==> src/rtl/dri_stage_sequencer.sv <==
// Two-stage DRI reconstruction sequencer: drives the core through a 4x4 preview
// and an 8x8 refinement, checks per-stage pixel counts and stage-tags the pixel writes.
module dri_stage_sequencer #(
    parameter int S0_N           = 15,
    parameter int S0_M           = 1,
    parameter int S0_K           = 4,
    parameter int S1_N           = 63,
    parameter int S1_M           = 7,
    parameter int S1_K           = 16,
    parameter int GAP_CYCLES     = 50,
    parameter int TIMEOUT_CYCLES = 1048576
) (
    input  logic        clk,
    input  logic        rst,
    input  logic        start,
    input  logic        abort,
    output logic [5:0]  cfg_N,
    output logic [2:0]  cfg_M,
    output logic [4:0]  cfg_K,
    output logic        sys_start,
    input  logic        sys_done,
    input  logic        pix_we_in,
    input  logic [5:0]  pix_addr_in,
    input  logic [23:0] pix_val_in,
    output logic        fb_we,
    output logic [6:0]  fb_addr,
    output logic [23:0] fb_val,
    output logic        stage,
    output logic        busy,
    output logic        done,
    output logic        error,
    output logic [1:0]  err_code
);

    typedef enum logic [2:0] {IDLE, LOAD, PULSE, WAIT_DONE, GAP, DONE, ERR} state_t;

    localparam int TW = (TIMEOUT_CYCLES > 2) ? $clog2(TIMEOUT_CYCLES) : 2;
    localparam int GW = (GAP_CYCLES > 1) ? $clog2(GAP_CYCLES) : 1;

    state_t          state_q;
    logic            stage_q;
    logic [5:0]      cfg_n_q;
    logic [2:0]      cfg_m_q;
    logic [4:0]      cfg_k_q;
    logic            sys_start_q;
    logic            sys_done_q;
    logic [6:0]      pix_cnt_q;
    logic [TW-1:0]   tmo_q;
    logic [GW-1:0]   gap_q;
    logic            busy_q;
    logic            done_q;
    logic            error_q;
    logic [1:0]      err_code_q;
    logic            fb_we_q;
    logic [6:0]      fb_addr_q;
    logic [23:0]     fb_val_q;

    logic            done_edge;
    logic [7:0]      wr_total;
    logic [7:0]      wr_expect;
    logic [TW-1:0]   tmo_nxt;

    // A write landing in the same cycle as the done edge still counts.
    assign done_edge = sys_done & ~sys_done_q;
    assign wr_total  = {1'b0, pix_cnt_q} + {7'd0, pix_we_in};
    assign wr_expect = {2'b00, cfg_n_q} + 8'd1;
    assign tmo_nxt   = tmo_q + TW'(1);

    always_ff @(posedge clk or posedge rst) begin
        if (rst) begin
            state_q     <= IDLE;
            stage_q     <= 1'b0;
            cfg_n_q     <= 6'(S0_N);
            cfg_m_q     <= 3'(S0_M);
            cfg_k_q     <= 5'(S0_K);
            sys_start_q <= 1'b0;
            sys_done_q  <= 1'b0;
            pix_cnt_q   <= '0;
            tmo_q       <= '0;
            gap_q       <= '0;
            busy_q      <= 1'b0;
            done_q      <= 1'b0;
            error_q     <= 1'b0;
            err_code_q  <= 2'd0;
        end else begin
            sys_start_q <= 1'b0;
            if (abort) begin
                state_q    <= IDLE;
                stage_q    <= 1'b0;
                cfg_n_q    <= 6'(S0_N);
                cfg_m_q    <= 3'(S0_M);
                cfg_k_q    <= 5'(S0_K);
                pix_cnt_q  <= '0;
                tmo_q      <= '0;
                gap_q      <= '0;
                busy_q     <= 1'b0;
                done_q     <= 1'b0;
                error_q    <= 1'b0;
                err_code_q <= 2'd0;
            end else begin
                unique case (state_q)
                    IDLE, DONE, ERR: begin
                        if (start) begin
                            state_q    <= LOAD;
                            stage_q    <= 1'b0;
                            cfg_n_q    <= 6'(S0_N);
                            cfg_m_q    <= 3'(S0_M);
                            cfg_k_q    <= 5'(S0_K);
                            busy_q     <= 1'b1;
                            done_q     <= 1'b0;
                            error_q    <= 1'b0;
                            err_code_q <= 2'd0;
                        end
                    end
                    LOAD: begin
                        if (pix_we_in) begin
                            state_q    <= ERR;
                            busy_q     <= 1'b0;
                            error_q    <= 1'b1;
                            err_code_q <= 2'd3;
                        end else begin
                            state_q     <= PULSE;
                            sys_start_q <= 1'b1;
                        end
                    end
                    PULSE: begin
                        // Capture the current done level so a stale high is not an edge.
                        sys_done_q <= sys_done;
                        pix_cnt_q  <= '0;
                        tmo_q      <= '0;
                        if (pix_we_in) begin
                            state_q    <= ERR;
                            busy_q     <= 1'b0;
                            error_q    <= 1'b1;
                            err_code_q <= 2'd3;
                        end else begin
                            state_q <= WAIT_DONE;
                        end
                    end
                    WAIT_DONE: begin
                        sys_done_q <= sys_done;
                        tmo_q      <= tmo_nxt;
                        if (pix_we_in && pix_cnt_q != 7'd127)
                            pix_cnt_q <= pix_cnt_q + 7'd1;
                        if (done_edge) begin
                            if (wr_total != wr_expect) begin
                                state_q    <= ERR;
                                busy_q     <= 1'b0;
                                error_q    <= 1'b1;
                                err_code_q <= 2'd2;
                            end else if (!stage_q) begin
                                state_q <= GAP;
                                gap_q   <= '0;
                            end else begin
                                state_q <= DONE;
                                busy_q  <= 1'b0;
                                done_q  <= 1'b1;
                            end
                        end else if (tmo_nxt == TW'(TIMEOUT_CYCLES - 1)) begin
                            state_q    <= ERR;
                            busy_q     <= 1'b0;
                            error_q    <= 1'b1;
                            err_code_q <= 2'd1;
                        end
                    end
                    GAP: begin
                        if (pix_we_in) begin
                            state_q    <= ERR;
                            busy_q     <= 1'b0;
                            error_q    <= 1'b1;
                            err_code_q <= 2'd3;
                        end else if (gap_q == GW'(GAP_CYCLES - 1)) begin
                            state_q <= LOAD;
                            stage_q <= 1'b1;
                            cfg_n_q <= 6'(S1_N);
                            cfg_m_q <= 3'(S1_M);
                            cfg_k_q <= 5'(S1_K);
                        end else begin
                            gap_q <= gap_q + GW'(1);
                        end
                    end
                    default: state_q <= IDLE;
                endcase
            end
        end
    end

    // Pixel path: one register stage, writes accepted only while waiting on the core.
    always_ff @(posedge clk or posedge rst) begin
        if (rst) begin
            fb_we_q   <= 1'b0;
            fb_addr_q <= '0;
            fb_val_q  <= '0;
        end else begin
            fb_we_q   <= pix_we_in && (state_q == WAIT_DONE);
            fb_addr_q <= {stage_q, pix_addr_in};
            fb_val_q  <= pix_val_in;
        end
    end

    assign cfg_N     = cfg_n_q;
    assign cfg_M     = cfg_m_q;
    assign cfg_K     = cfg_k_q;
    assign sys_start = sys_start_q;
    assign fb_we     = fb_we_q;
    assign fb_addr   = fb_addr_q;
    assign fb_val    = fb_val_q;
    assign stage     = stage_q;
    assign busy      = busy_q;
    assign done      = done_q;
    assign error     = error_q;
    assign err_code  = err_code_q;

endmodule

==> config.mk <==
export PLATFORM = sky130hd
export DESIGN_NAME = dri_stage_sequencer
export DESIGN_NICKNAME = d
export VERILOG_FILES = /design/src/rtl/dri_stage_sequencer.sv
export SDC_FILE = /design/constraint.sdc
export NUM_CORES = 1
export LEC_CHECK = 0
export CORE_ASPECT_RATIO = 0.6
export CORE_MARGIN = 2
export CORE_UTILIZATION = 51
export DETAILED_ROUTE_END_ITERATION = 7
export PLACE_DENSITY = 0.8
export SLEW_MARGIN = 20
export SYNTH_ARGS = -nofsm -noshare
export SYNTH_HDL_FRONTEND = slang
export SYNTH_SLANG_ARGS = --single-unit
==> constraint.sdc <==
create_clock -name clk -period 3.5 [get_ports clk]
set_input_delay 0.7 -clock clk [delete_from_list [all_inputs] [get_ports clk]]
set_output_delay 0.7 -clock clk [all_outputs]
set_load 0.05 [all_outputs]
Word-level counts from Yosys, hierarchy flattened --
Index checks and enable logic that the tools add are counted.
Cells by class: add/subtract/negate cells 5, multiply operators 0, div/mod/pow operators 0, magnitude comparators 0, equal/unequal tests 24, shifts and indexed selects 0, multiplexer cells 71, bitwise gates (word level) 3, reduce and logical (&&, ||, !) cells 19
Operators by type and width (number):
- two-way mux 6 bit | 10
- case mux 20 bit (2 select lines) | 1
- two-way mux 3 bit | 11
- inequality test 3 bit, second input constant | 9
- two-way mux 1 bit | 24
- case mux 6 bit (2 select lines) | 2
- adder 20 x 1 -> 20 bit, second input constant | 1
- equality test 20 bit, second input constant | 1
- two-way mux 20 bit | 1
- two-way mux 5 bit | 4
- case mux 3 bit (5 select lines) | 1
- AND reduction 5 bit | 3
- two-way mux 2 bit | 7
- two-way mux 7 bit | 2
- case mux 7 bit (2 select lines) | 1
- inequality test 4 bit, second input constant | 3
- nonzero test 3 bit | 4
- case mux 5 bit (2 select lines) | 1
- equality test 3 bit, second input constant | 3
- adder 7 x 1 -> 8 bit | 1
- inequality test 8 x 7 -> 1 bit | 1
- adder 6 x 1 -> 7 bit, second input constant | 1
- adder 7 x 1 -> 7 bit, second input constant | 1
- inequality test 7 bit, second input constant | 1
- 21 further kinds | 28
Word-level totals: flip-flop bits (word level) 90, latch bits 0, memory bits (writable) 0, bits in read-only memories 0, input port bits 36, output and inout bits 53, logic and storage cells 139, memories kept 0

Logic depth before layout (Yosys ltp) --
depth in word-level cells 6, depth in mapped cells 9, mapped depth without buffers 9

Worst setup path after synthesis --
No wires, ideal clock.
path kind input-to-reg, start point in pix_we_in, end point reg gap_q[2], setup time 0.118 ns, arrival 2.389 ns, required time 3.382 ns, setup slack 0.993 ns, stages 9, path buffers 0, cell sequence ha_1 > ha_1 > and3_1 > mux2i_1 > o211ai_1 > nand4_1 > a22oi_1 > o22ai_1 > a21o_1
On the way: word-level cells in the longest chain between the ends 4, elaborated cells between the ends (all ways) 5, those cells by class add/sub (1); eq/ne (3); reduce/logical (1)
Ends and longest elaborated chain:
- from (decl) | line 22 | input logic pix_we_in,
- adder 7 x 1 -> 8 bit | line 65 | assign wr_total = {1'b0, pix_cnt_q} + {7'd0, pix_we_in};
- inequality test 8 x 7 -> 1 bit | line 146 | if (wr_total != wr_expect) begin
- inequality test 3 bit (no line)
- AND reduction 6 bit (no line) *
- to (signal assigned) | line 179 | gap_q <= gap_q + GW'(1);
- to (decl) | line 49 | logic [GW-1:0] gap_q;
Mark *: on every way between the ends. The rest lies on a longest branch, timed or not. A chain may end at the register's enable or synchronous reset.

Worst setup path after layout --
start point reg tmo_q[0], end point reg error_q (netlist: error)
On the way: word-level cells in the longest chain between the ends 4
Ends and longest elaborated chain:
- from (decl) | line 48 | logic [TW-1:0] tmo_q;
- from (signal assigned) | line 142 | tmo_q <= tmo_nxt;
- adder 20 x 1 -> 20 bit | line 67 | assign tmo_nxt = tmo_q + TW'(1);
- equality test 20 bit | line 159 | end else if (tmo_nxt == TW'(TIMEOUT_CYCLES - 1)) begin
- inequality test 4 bit (no line)
- AND reduction 5 bit (no line)
- to (signal assigned) | line 83 | error_q <= 1'b0;
- to (signal assigned) | line 162 | error_q <= 1'b1;
- to (signal assigned) | line 170 | error_q <= 1'b1;
- to (decl) | line 52 | logic error_q;
Every way passes these cells.

==> metrics.md <==
| Metric | Value |
|---|---|
| Number of placed I/O pins | 89 |
| Storage element area | 1928 um^2 |
| Htree depth | 3 |
| Largest fanout of any net on the critical path | 12 |
| Design area | 5142 um^2 |
| Maximum number of pins on one net before global-route repair | 78 |
| Internal power component | 0.001794 W |
| Number of antenna violations at the first check in global routing | 0 |
| PnR Total Power | 0.002763 W |
| Top FF cell, synth | sky130_fd_sc_hd__dfrtp_1 |
| Highest attainable clock frequency | 0.3412 GHz |
| Post-Synthesis Cells | 423 |
| Total clock buffers created by CTS | 9 |
| Final net count | 535 |
| Placeable core region | 7757 um^2 |
| Number of remaining DRC errors | 0 |
| Worst reg-to-reg path cell count | 8 |
| Number of sinks handled by clock tree synthesis | 77 |
| Endpoint kind of the worst setup timing path | register |
| Number of iterations in the first detailed-routing pass | 5 |
| Number of instances resized during post-cts repair | 0 |
| Critical register-to-register path startpoint | tmo_q[0]$_DFFE_PP0P_ |
| Flops & latches, synth | 77 |
| Number of fillers in the final layout | 582 |
| Area overhead of the layout relative to synthesis | 27.60% |
| Synthesized area | 4030 um^2 |
| Die Y | 72.86 um |
| Critical path arrival | 3160 ps |
| Routed Antenna Nets | 0 |
| Initial Util | 51.95% |
| Routed wire length per instance | 17.11 um |
| Placed cell count | 589 |
| Max-cap violations | 0 |
| Area of the multi-input gates | 1879 um^2 |
| WHS Endpoint | sys_done_q$_DFFE_PP0P_ |
| Pin slew with the least headroom to its limit | 897.9 ps |
| Port Buffer Count | 80 |
| Average cell area after synthesis | 9.527 um^2 |
| Clock group share of total power | 34.7% |
| Area of placed instances | 4835 um^2 |
| WHS Path Cells | 1 |
| Power per Cell Area | 537.4 nW/um^2 |
| Post-route fraction of the period consumed by the critical path | 83.74% |
| Sequential cell area fraction in the yosys report | 47.84% |
| Flop-to-flop setup slack | 570 ps |
| Die width | 118.8 um |
| Count of hold-fix buffers inserted at cts | 0 |
| Start-to-end type of the worst setup path | reg -> reg |
| Terminus of the critical flop-to-flop path | error$_DFFE_PP0P_ |
| Setup TNS after final layout | 0 ps |
| Setup violations, final | 0 |
| Final wirelength | 10350 um |
| Gr ovfl total | 0 |
| Worst hold-check slack | 503.9 ps |
| Share of post-route cells with drive strength above 1 | 8.652% |
| Initial DRC Count | 345 |
| Post-route clock skew | 4.370 ps |
| Cell family with the largest share of critical-path delay | compound AO/OA/AOI/OAI gates |
| First-pass GRT wire length | 17190 um |
| Kind of launch point of the worst setup path | register |
| Post-synth cell types | 68 |
| Clock slew seen by the registers of the worst setup and hold paths | 60 ps |
| CP Data Required Time | 3730 ps |
| Buffers inserted during post-CTS setup optimization | 0 |
| Area of the die | 8652 um^2 |
| Detailed-route via count | 3532 |
| Status | finished clean |
| Buffers and inverters on the worst path | 0 |
| Type of the most critical hold path | reg -> reg |
| Minimum clock period after layout | 2931 ps |
| Switching power | 0.0009698 W |
| Global-route usage over all layers | 25.68% |
| Slowest-stage cell, CP | sky130_fd_sc_hd__dfrtp_1 |
| Share of power burned in combinational logic | 27.0% |
| Peak supply drop | 0.0003685 V |
| Final Non-Filler Cells | 605 |
| Final hold viol count | 0 |
| Beginning of the worst hold path | sys_done_q$_DFFE_PP0P_ |
| Number of diodes | 0 |
| Final Wtd Congestion | 0.9300 |
| Worst skew pair latency | 340 ps |
| Share of total power consumed by net switching | 35.09% |
| Slew margin rel. | 39.59% |
| Register share of total power | 38.3% |
| Vias per Instance | 5.838 |
| Detailed placement HPWL | 7194 um |
| TritonCTS clock tree | done |
| Cell at the root of the clock tree | sky130_fd_sc_hd__clkbuf_16 |
| Setup repair after global routing missed its margin | false |
| Count of flip-flops with a built-in enable after synthesis | 0 |
| Row cnt | 25 |
| Worst stage delay on the critical path | 550 ps |
| CTS max path bufs | 2 |
| P_leak | 2.152 nW |
| Fraction of registers with async set or reset after synthesis | 100.0% |
| Vias in the first global route | 3379 |
| Number of synthesis warnings | 0 |
| Max Slew Vio Count | 0 |
| Cells along the critical path | ha_1 > nand4_1 > nor3_1 > xnor2_1 > a2111oi_4 > a41o_2 > o211ai_2 > a21bo_1 |
kinds of logic (layout without fill, tap and decap cells):
kind of cell    Yosys count  count (layout)  share of synthesized area, %
simple gates            159             159                         21.11
other cells               2               8                        0.1863
compound gates          123             123                         19.72
mux                       6               6                         1.583
xor+xnor                  6               6                         1.304
buf+inv                  43             111                         6.085
fa+ha+maj                 7               7                         2.173
flops                    77              77                         47.84
power groups by stage:
| stage | Clock [W] | Sequential, W | Combinational (W) |
|---|---|---|---|
| finish | 0.000960 | 0.00106 | 0.000746 |
| global route | 0.00101 | 0.00107 | 0.000796 |
| CTS | 0.000973 | 0.00106 | 0.000742 |
| detailed placement | 0 | 0.00107 | 0.000738 |
| global placement | 0 | 0.00106 | 0.000722 |
| floorplan | 0 | 0.00116 | 0.000416 |
metrics by stage:
stage                     util [%]  setup slack (ps)
after global routing         66.29             387.7
after CTS                    66.29             596.5
after detailed placement     62.32             247.4
final                        66.29             569.2
after global placement       62.32             339.6
after floorplan                  -             835.0
routing by layer:
metal  vias up  routed length, um  global-route usage [%]
met1      1679               4445                   33.88
li1       1652                  -                       -
met3        15               1201                   11.02
met4         0                112                   6.878
met2       186               4594                   39.34
met5         -                  0                       0
worst max path at each step:
stage / startpoint / end / slack [ps] / cells after the start
floorplan: rst / busy$_DFFE_PP0P_ / 830 / 1
global placement: pix_we_in / gap_q[2]$_DFFE_PP0P_ / 340 / 10
detailed placement: pix_we_in / gap_q[3]$_DFFE_PP0P_ / 250 / 10
CTS: pix_we_in / gap_q[3]$_DFFE_PP0P_ / 600 / 10
global route: pix_we_in / gap_q[1]$_DFFE_PP0P_ / 390 / 10
finish: tmo_q[0]$_DFFE_PP0P_ / error$_DFFE_PP0P_ / 570 / 8
cells in the final DEF, fill, tap and decap left out, types with 4 or more instances in the layout:
| master | n |
|---|---|
| sky130_fd_sc_hd__clkdlybuf4s50_1 | 80 |
| sky130_fd_sc_hd__dfrtp_1 | 76 |
| sky130_fd_sc_hd__o21ai_0 | 49 |
| sky130_fd_sc_hd__nand2_1 | 45 |
| sky130_fd_sc_hd__nor2_1 | 32 |
| sky130_fd_sc_hd__a21oi_1 | 15 |
| sky130_fd_sc_hd__nand4_1 | 14 |
| sky130_fd_sc_hd__nand3_1 | 14 |
| sky130_fd_sc_hd__a31oi_1 | 14 |
| sky130_fd_sc_hd__clkbuf_16 | 9 |
| sky130_fd_sc_hd__inv_1 | 8 |
| sky130_fd_sc_hd__a21o_1 | 8 |
| sky130_fd_sc_hd__conb_1 | 8 |
| sky130_fd_sc_hd__ha_1 | 7 |
| sky130_fd_sc_hd__and3_1 | 6 |
| sky130_fd_sc_hd__nor2b_1 | 6 |
| sky130_fd_sc_hd__nor3_1 | 5 |
| sky130_fd_sc_hd__o31ai_1 | 5 |
| sky130_fd_sc_hd__buf_4 | 5 |
| sky130_fd_sc_hd__and2_1 | 4 |
| sky130_fd_sc_hd__nand2b_1 | 4 |
sequential cells by signal, summed over array words and instances, names as in the netlist:
name and count:
busy 1, tmo_q 20, cfg_K 1, err_code 2, pix_cnt_q 7, error 1
fb_addr 7, fb_val 24, state_q 3, fb_we 1, sys_done_q 1, gap_q 6
done 1, sys_start 1, cfg_N 1
cell usage after synthesis (all sizes together) (8+ instances only):
cell / instances / share of area [%]
a21o: 8 / 1.5
a21oi: 15 / 1.9
a31oi: 14 / 2.2
buf: 21 / 3.8
clkbuf: 13 / 1.5
dfrtp: 76 / 47
inv: 9 / 0.84
nand2: 46 / 4.3
nand3: 15 / 2.2
nand4: 15 / 2.5
nor2: 32 / 3.0
o21ai: 52 / 6.5
area by class of cell:
cell class | count | share of cell area (%)
Multi-Input combinational cell | 309 | 36.54
Clock buffer | 10 | 4.647
Timing Repair Buffer | 86 | 16.69
Sequential cell | 77 | 37.49
Clock inverter | 6 | 1.338
Inverter | 9 | 0.6569
Tap cell | 108 | 2.628
No activity file was read; power rests on OpenSTA's default activity.
